$ cat config.mk
export PLATFORM = sky130hd
export DESIGN_NAME = seq_alu
export DESIGN_NICKNAME = d
export VERILOG_FILES = /design/src/rtl/seq_alu.sv
export SDC_FILE = /design/constraint.sdc
export NUM_CORES = 1
export LEC_CHECK = 0
export BUFFER_PORTS_ARGS = -buffer_cell sky130_fd_sc_hd__buf_2
export CAP_MARGIN = 5
export CORE_UTILIZATION = 40
export DETAILED_ROUTE_END_ITERATION = 16
export GPL_TIMING_DRIVEN = 0
export PLACE_DENSITY = 0.6
export SYNTH_ARGS = -nofsm -noshare
export SYNTH_HDL_FRONTEND = slang
export SYNTH_SLANG_ARGS = --single-unit
$ cat constraint.sdc
create_clock -name clk -period 4.1 [get_ports clk]
set_clock_uncertainty 0.2 [all_clocks]
set_input_delay 0.41 -clock clk [delete_from_list [all_inputs] [get_ports clk]]
set_output_delay 0.41 -clock clk [all_outputs]
set_load 0.01 [all_outputs]
$ cat src/rtl/seq_alu.sv
// seq_alu: multi-cycle execute-stage ALU for RV32I.
//   Non-shift ops complete one cycle after accept; shifts run through an
//   iterative one-bit-per-cycle shifter, so a shift by N takes N+1 cycles.
// Ports:
//   clk, rst        clock, synchronous active-high reset
//   flush           synchronous abort back to IDLE, drops any held result
//   in_valid/ready  request handshake carrying alufn, a, b
//   out_valid/ready response handshake carrying result and flags
//   result          registered result; zf/sf derived from it
//   cf, vf          carry / signed overflow of ADD and SUB, else 0
module seq_alu #(
  parameter int XLEN = 32,
  parameter int SHW  = 5
) (
  input  logic            clk,
  input  logic            rst,
  input  logic            flush,
  input  logic            in_valid,
  output logic            in_ready,
  input  logic [3:0]      alufn,
  input  logic [XLEN-1:0] a,
  input  logic [XLEN-1:0] b,
  output logic            out_valid,
  input  logic            out_ready,
  output logic [XLEN-1:0] result,
  output logic            zf,
  output logic            sf,
  output logic            cf,
  output logic            vf
);

  typedef enum logic [1:0] {IDLE, SHIFT, DONE} state_t;

  state_t            state, state_n;
  logic              accept, is_shift, last_step;
  logic [SHW-1:0]    shamt, cnt;
  logic [XLEN-1:0]   acc, acc_sh;
  logic              sh_left, sh_arith;

  // single-cycle datapath
  logic              sub;
  logic [XLEN-1:0]   addend, alu_res;
  logic [XLEN:0]     sum;
  logic              alu_cf, alu_vf;

  always_comb begin
    sub     = (alufn == 4'b0001);
    addend  = sub ? ~b : b;
    sum     = {1'b0, a} + {1'b0, addend} + {{XLEN{1'b0}}, sub};
    alu_res = '0;
    alu_cf  = 1'b0;
    alu_vf  = 1'b0;
    case (alufn)
      4'b0000, 4'b0001: begin
        alu_res = sum[XLEN-1:0];
        alu_cf  = sum[XLEN];
        // overflow: both addends share a sign that the sum does not
        alu_vf  = (a[XLEN-1] == addend[XLEN-1]) && (sum[XLEN-1] != a[XLEN-1]);
      end
      4'b0011: alu_res = b;
      4'b0100: alu_res = a | b;
      4'b0101: alu_res = a & b;
      4'b0111: alu_res = a ^ b;
      4'b1101: alu_res = {{(XLEN-1){1'b0}}, ($signed(a) < $signed(b))};
      4'b1111: alu_res = {{(XLEN-1){1'b0}}, (a < b)};
      default: alu_res = '0;
    endcase
  end

  assign is_shift  = (alufn == 4'b1000) || (alufn == 4'b1001) || (alufn == 4'b1010);
  assign shamt     = b[SHW-1:0];
  assign last_step = (cnt == SHW'(1));
  assign acc_sh    = sh_left ? {acc[XLEN-2:0], 1'b0}
                             : {sh_arith & acc[XLEN-1], acc[XLEN-1:1]};

  // handshake + next state
  always_comb begin
    in_ready = !rst && (state == IDLE || (state == DONE && out_ready));
    accept   = in_valid && in_ready && !flush;
    state_n  = state;
    case (state)
      IDLE, DONE: begin
        if (accept)
          state_n = (is_shift && shamt != '0) ? SHIFT : DONE;
        else if (state == DONE && out_ready)
          state_n = IDLE;
      end
      SHIFT:   if (last_step) state_n = DONE;
      default: state_n = IDLE;
    endcase
    if (flush) state_n = IDLE;
  end

  always_ff @(posedge clk) begin
    if (rst) state <= IDLE;
    else     state <= state_n;
  end

  // operands are captured only on accept; result only changes on entry to DONE
  always_ff @(posedge clk) begin
    if (rst) begin
      acc      <= '0;
      cnt      <= '0;
      sh_left  <= 1'b0;
      sh_arith <= 1'b0;
      result   <= '0;
      cf       <= 1'b0;
      vf       <= 1'b0;
    end else if (accept) begin
      acc      <= a;
      cnt      <= shamt;
      sh_left  <= (alufn[1:0] == 2'b00);
      sh_arith <= alufn[1];
      if (!is_shift) begin
        result <= alu_res;
        cf     <= alu_cf;
        vf     <= alu_vf;
      end else if (shamt == '0) begin
        result <= a;
        cf     <= 1'b0;
        vf     <= 1'b0;
      end
    end else if (state == SHIFT && !flush) begin
      acc <= acc_sh;
      cnt <= cnt - SHW'(1);
      if (last_step) begin
        result <= acc_sh;
        cf     <= 1'b0;
        vf     <= 1'b0;
      end
    end
  end

  assign out_valid = (state == DONE);
  assign zf        = (result == '0);
  assign sf        = result[XLEN-1];

endmodule

==> results of run 1 <==
## routing by layer
| metal | GRT usage [%] | up-vias |
|---|---|---|
| met5 | 0 | - |
| met4 | 9.80 | 0 |
| met3 | 4.34 | 62 |
| met2 | 43.7 | 493 |
| met1 | 42.2 | 4453 |
| li1 | - | 4453 |
## report_power, final
group / leakage, µW / total (µW) / internal, µW / switching (µW)
registers: 0.000610 / 786 / 760 / 26.2
clock network: 0.000148 / 816 / 488 / 328
logic: 0.00343 / 923 / 344 / 579
## worst register-to-register path: cells and delay by family, from the launching register on
kind	cells	cell delay [ns]
DFF	1	0.35
and+or+nand+nor	3	1.37
buffers and inverters	2	0.90
AOI/OAI and AO/OA	3	0.93
## cells in the final DEF, fill, tap and decap left out, drive strengths merged, types with 40 or more instances in the layout
| cell type | instances |
|---|---|
| dfxtp | 75 |
| o21ai | 44 |
| o211ai | 40 |
| a21oi | 113 |
| nand2 | 126 |
| ha | 137 |
| xnor2 | 49 |
| clkbuf | 72 |
| buf | 125 |
| nor2 | 92 |
| inv | 86 |
## registers in the layout, summed over array words and instances (netlist names)
register / count
acc: 32
cf: 1
cnt: 5
result: 32
sh_arith: 1
sh_left: 1
state: 2
vf: 1
## stage by stage
step / setup slack, ns / TNS (ns) / cells
after detailed placement: -1.31 / -18.29 / 1553
final: 0.0293 / 0 / 1567
after floorplan: 0.158 / 0 / 1168
after global routing: -0.00472 / -0.00472 / 1567
after CTS: -0.0137 / -0.0137 / 1569
after global placement: -1.32 / -18.67 / 1553
## final cells by class
class	count	area, µm²	area share (%)
clock inverters	6	65.1	0.655
repair buffers	110	551	5.54
well taps	275	344	3.46
multi-input cells	928	6600	66.4
flip-flops and latches	75	1500	15.1
clock buffers	10	239	2.41
inverters	86	323	3.25
plain buffers	77	315	3.17
## path summary, 6_finish.rpt
path                                            start                       to  slack, ns
worst max-delay path                         alufn[0]  result[17]$_SDFFE_PP0P_       0.03
worst min register to register  sh_arith$_SDFFE_PP0P_    sh_arith$_SDFFE_PP0P_       0.27
worst min-delay path                             a[4]      acc[4]$_SDFFE_PP0P_       0.17
worst max register to register  state[0]$_SDFFE_PP0P_  result[16]$_SDFFE_PP0P_       0.28
## kinds of logic (layout without fill, tap and decap cells)
logic type / after synthesis / after routing / synth area share (%)
buf+inv: 165 / 289 / 7.28
fa+ha+maj: 138 / 138 / 20.1
flops: 75 / 75 / 17.4
compound gates: 358 / 358 / 27.6
xor+xnor: 60 / 60 / 6.09
simple gates: 340 / 340 / 17.8
mux: 32 / 32 / 3.72
## what timing repair did
| action | CTS | global route |
|---|---|---|
| pin swaps | 0 | 2 |
| buffers inserted | 0 | 0 |
| endpoints found under the setup margin | 24 | 11 |
| gates resized for setup | 10 | 16 |
==> impl_metrics.py, run 1 <==
metrics = {
    "route": {
        "wl_met1_um": 14700,
        "first_iter_violations": 902,
        "route.final.wire_length_um": 32700,
        "wl_per_cell_um": 20.9,
        "drc": 0,
        "wl_met2_um": 13700,
        "dr_wl_met3_um": 3400,
        "highest_layer": "met4",
        "drtAntennaViolNets": 0,
        "vias": 9461,
        "via_per_inst": 6.04,
        "firstDrtPassIters": 6,
    },
    "worst_setup_path": {
        "critical_path_depth": 15,
        "critPathTopFamily": "simple AND/OR/NAND/NOR gates",
        "slowest_delay_ns": 0.61,
        "cp_max_fo": 10,
        "ff2ff_path_depth": 8,
        "start_kind": "input pin",
        "path_cells": "buf_2 -> nor4b_2 -> buf_4 -> clkbuf_4 -> xnor2_1 -> ha_1 -> nand3_1 -> nor2_1 -> nand4_2 -> and2_1 -> nor4_1 -> nor3_1 -> xnor2_1 -> a211oi_1 -> nor3_1",
        "worstPathRequired_ns": 4.10,
        "cp_num_buf_inv": 3,
        "endpoint_kind": "flop",
        "arrival_ns": 4.07,
        "critPathSlowestCell": "a211oi_1",
        "worstSetupPathType": "input pin to flop",
    },
    "placement": {
        "dp_hpwl_um": 25600,
        "gp_congestion": 0.956,
        "dpl-instance-area_um2": 9520,
        "port-buffer-count": 110,
    },
    "clock_tree": {
        "clockBufferDepth": 2,
        "root_buffer": "clkbuf_16",
        "cts_buffers": 9,
        "clock_latency_ns": 0.35,
        "clk_pin_slew_ns": 0.06,
        "clkSinkCount": 75,
        "hold_buffers": 0,
        "htree_levels": 3,
        "cts_tree": "built",
    },
    "yosys": {
        "avgSynthCellArea_um2": 7.38,
        "synth_fp_nets": 1379,
        "ys_top_cells_by_area": "ha_1 (20%), dfxtp_1 (17%), a21oi_1 (6.6%), nand2_1 (5.5%), xnor2_1 (5.0%)",
        "synth-warning-count": 0,
        "synth_top_area_cell": "ha_1",
        "synth_cells": 1168,
        "ys_seq_elements": 75,
        "synth_top_area_share_pct": 19.9,
        "yosysMostFrequentCell": "ha_1",
        "netlist-cell-type-count": 64,
        "synth-edff-count": 0,
        "synth_flop_cell": "dfxtp_1",
        "synth_seq_area_share_pct": 17.4,
        "async_reset_ff_share_pct": 0,
        "syn-cell-area_um2": 8620,
        "ys_top_cells_by_count": "ha_1 (137), nand2_1 (126), a21oi_1 (113)",
    },
    "global_routing": {
        "overflow": 0,
        "grt_pass1_wl_um": 49000,
        "antenna_found_initial": 0,
        "grtUsageTotal_pct": 29.1,
        "grt_pass1_vias": 8550,
        "grt_max_degree": 14,
    },
    "timing": {
        "slew_headroom_pct": 25.9,
        "hold_violations": 0,
        "worst_slew_pin_slew_ns": 1.10,
        "clock.fmax_ghz": 0.246,
        "timing.hold.ws_ns": 0.172,
        "drv_slew": 0,
        "min_period_ns": 4.07,
        "finalSetupViolCount": 0,
        "fin_crit_sh_pct": 99.3,
    },
    "power_and_ir_drop": {
        "cellPowerDensity_nw_per_um2": 254,
        "finalPower_uw": 2520,
        "leakage_uw": 0.00418,
        "ir_worst_vdd_mv": 0.209,
    },
    "floorplanning": {
        "dieArea_um2": 22100,
        "row_count": 53,
        "die_height_um": 149,
        "start_util_pct": 40.9,
        "die_w_um": 149,
        "coreArea_um2": 21100,
        "pin_count": 111,
    },
    "final_layout": {
        "postLayoutCoreUtil_pct": 47.1,
        "drive_gt1_share_pct": 11.9,
        "fill_cells": 2231,
        "area_growth_pct": 15.2,
        "antenna_cells": 0,
        "nets": 1498,
        "fin_area_um2": 9940,
    },
    "worst_hold_path": {
        "whs_path_depth": 3,
        "holdCritPathClass": "input pin to flop",
    },
    "outcome": {
        "status": "finished clean",
    },
    "job": {
        "maxCapViolCount": 0,
    },
}
(Power assumes the default switching activity.)
==> run 2, diff against run 1 <==
==> constraint.sdc (replaced) <==
create_clock -name clk -period 4.1 [get_ports clk]
set_clock_uncertainty 0.2 [all_clocks]
set_input_delay 0.82 -clock clk [delete_from_list [all_inputs] [get_ports clk]]
set_output_delay 0.82 -clock clk [all_outputs]
set_load 0.01 [all_outputs]
==> impl_metrics.py, run 2 (synthesis results as in run 1) <==
metrics = {
    "floorplanning": {
        "coreArea_um2": 21100,
        "die_w_um": 149,
        "die_height_um": 149,
        "start_util_pct": 40.9,
        "pin_count": 111,
        "dieArea_um2": 22100,
        "row_count": 53,
    },
    "route": {
        "firstDrtPassIters": 6,
        "via_per_inst": 5.97,
        "first_iter_violations": 878,
        "wl_per_cell_um": 20.9,
        "drtAntennaViolNets": 0,
        "drc": 0,
        "route.final.wire_length_um": 33000,
        "vias": 9409,
    },
    "clock_tree": {
        "clk_pin_slew_ns": 0.07,
        "clock_latency_ns": 0.35,
        "htree_levels": 3,
        "cts_buffers": 9,
        "clkSinkCount": 75,
        "hold_buffers": 0,
        "clockBufferDepth": 2,
        "cts_tree": "built",
        "root_buffer": "clkbuf_16",
    },
    "worst_setup_path": {
        "worstPathRequired_ns": 4.14,
        "slowest_delay_ns": 0.44,
        "arrival_ns": 4.13,
        "cp_max_fo": 10,
        "cp_num_buf_inv": 3,
        "path_cells": "clkbuf_4 -> nor4b_4 -> buf_6 -> clkbuf_8 -> xnor2_1 -> ha_1 -> nand3_1 -> nor2_2 -> nand4_2 -> nand3_2 -> nand2_1 -> o41ai_4 -> o221ai_2 -> and3_1 -> or3_1",
        "critPathSlowestCell": "o41ai_4",
        "worstSetupPathType": "input pin to flop",
        "critPathTopFamily": "simple AND/OR/NAND/NOR gates",
        "endpoint_kind": "flop",
        "start_kind": "input pin",
    },
    "timing": {
        "worst_slew_pin_slew_ns": 1.16,
        "fin_crit_sh_pct": 99.8,
        "hold_violations": 0,
        "clock.fmax_ghz": 0.244,
        "min_period_ns": 4.09,
        "rsz0062_at_grt": "yes",
        "drv_slew": 0,
        "slew_headroom_pct": 22.1,
        "finalSetupViolCount": 0,
    },
    "global_routing": {
        "grtUsageTotal_pct": 29.0,
        "grt_pass1_wl_um": 48900,
        "grt_max_degree": 16,
        "antenna_found_initial": 0,
        "overflow": 0,
        "grt_pass1_vias": 8495,
    },
    "placement": {
        "gp_congestion": 0.936,
        "port-buffer-count": 110,
        "dp_cells": 1554,
        "dpl-instance-area_um2": 9530,
        "dp_hpwl_um": 25700,
    },
    "final_layout": {
        "fill_cells": 2160,
        "area_growth_pct": 18.5,
        "nets": 1507,
        "postLayoutCoreUtil_pct": 48.5,
        "antenna_cells": 0,
        "reg_top3": "acc (32), result (32), cnt (5)",
        "drive_gt1_share_pct": 14.6,
        "fin_area_um2": 10200,
        "final_common_cell": "ha_1",
        "final_cell_mix": "ha_1 (132), nand2_1 (126), a21oi_1 (108), buf_2 (107), nor2_1 (90)",
        "stdcell_count": 1576,
    },
    "worst_hold_path": {
        "holdCritPathClass": "flop to flop",
    },
    "power_and_ir_drop": {
        "leakage_uw": 0.00425,
        "ir_worst_vdd_mv": 0.208,
        "cellPowerDensity_nw_per_um2": 248,
    },
    "outcome": {
        "status": "finished clean",
    },
    "job": {
        "maxCapViolCount": 0,
    },
}
## run 2: changes by cell type in the layout (fill, tap and decap cells not counted), sizes merged
cell	delta
buf	+10
bufinv	-1
clkbuf	-2
clkinv	-3
clkinvlp	+2
inv	+3
## run 2: routing by layer
metal | part of all wire (%) | track usage, % | vias up
li1 | - | - | 4465
met2 | 44 | 46.3 | 458
met3 | 8.9 | 2.97 | 45
met4 | 1.6 | 6.99 | 0
met5 | 0 | 0 | -
met1 | 46 | 41.7 | 4441
## run 2: worst paths after layout
| kind | startpoint | slack (ns) | endpoint | cells past startpoint |
|---|---|---|---|---|
| setup / recovery | alufn[0] | 0.01 | result[31]$_SDFFE_PP0P_ | 15 |
| hold / removal | sh_arith$_SDFFE_PP0P_ | 0.27 | sh_arith$_SDFFE_PP0P_ | 2 |
| setup reg to reg | state[0]$_SDFFE_PP0P_ | 0.41 | result[21]$_SDFFE_PP0P_ | 8 |
| hold reg to reg | sh_arith$_SDFFE_PP0P_ | 0.27 | sh_arith$_SDFFE_PP0P_ | 2 |
## run 2: where the power goes
group,switching (µW),total (µW),internal (µW)
Combinational,601,978,377
Sequential,26.5,786,760
Clock,355,773,417
## run 2: stage by stage
step | worst slack [ns] | TNS, ns | hold WS, ns | power [µW]
CTS | 0.00377 | 0 | 0.265 | 2470
finish | 0.00997 | 0 | 0.271 | 2540
global route | -0.104 | -0.238 | 0.297 | 2640
global placement | -1.24 | -17.78 | 0.245 | 1670
floorplan | -0.0340 | -0.0340 | 0.237 | 1390
detailed placement | -1.26 | -17.81 | 0.256 | 1680
## run 2: layout make-up
type | count | area, µm² | area share (%)
buffer | 75 | 337 | 3.29
inverter | 86 | 323 | 3.16
sequential | 75 | 1500 | 14.7
timing repair buffer | 121 | 654 | 6.40
clock inverter | 7 | 57.6 | 0.563
clock buffer | 9 | 225 | 2.20
multi-input combinational | 928 | 6780 | 66.3
tap | 275 | 344 | 3.37
## run 2: worst register-to-register path, delay by kind of cell, from the launching register on
| kind | cells | cell delay, ns |
|---|---|---|
| AND/OR/NAND/NOR | 3 | 1.19 |
| flip-flops | 1 | 0.35 |
| buffers and inverters | 2 | 0.95 |
| AO/OA/AOI/OAI | 3 | 0.94 |
## run 2: what timing repair did
action	4_1_cts	5_1_grt
endpoints found under the setup margin	23	24
resized for setup	32	40
pin swaps	8	19
buffers inserted	6	4
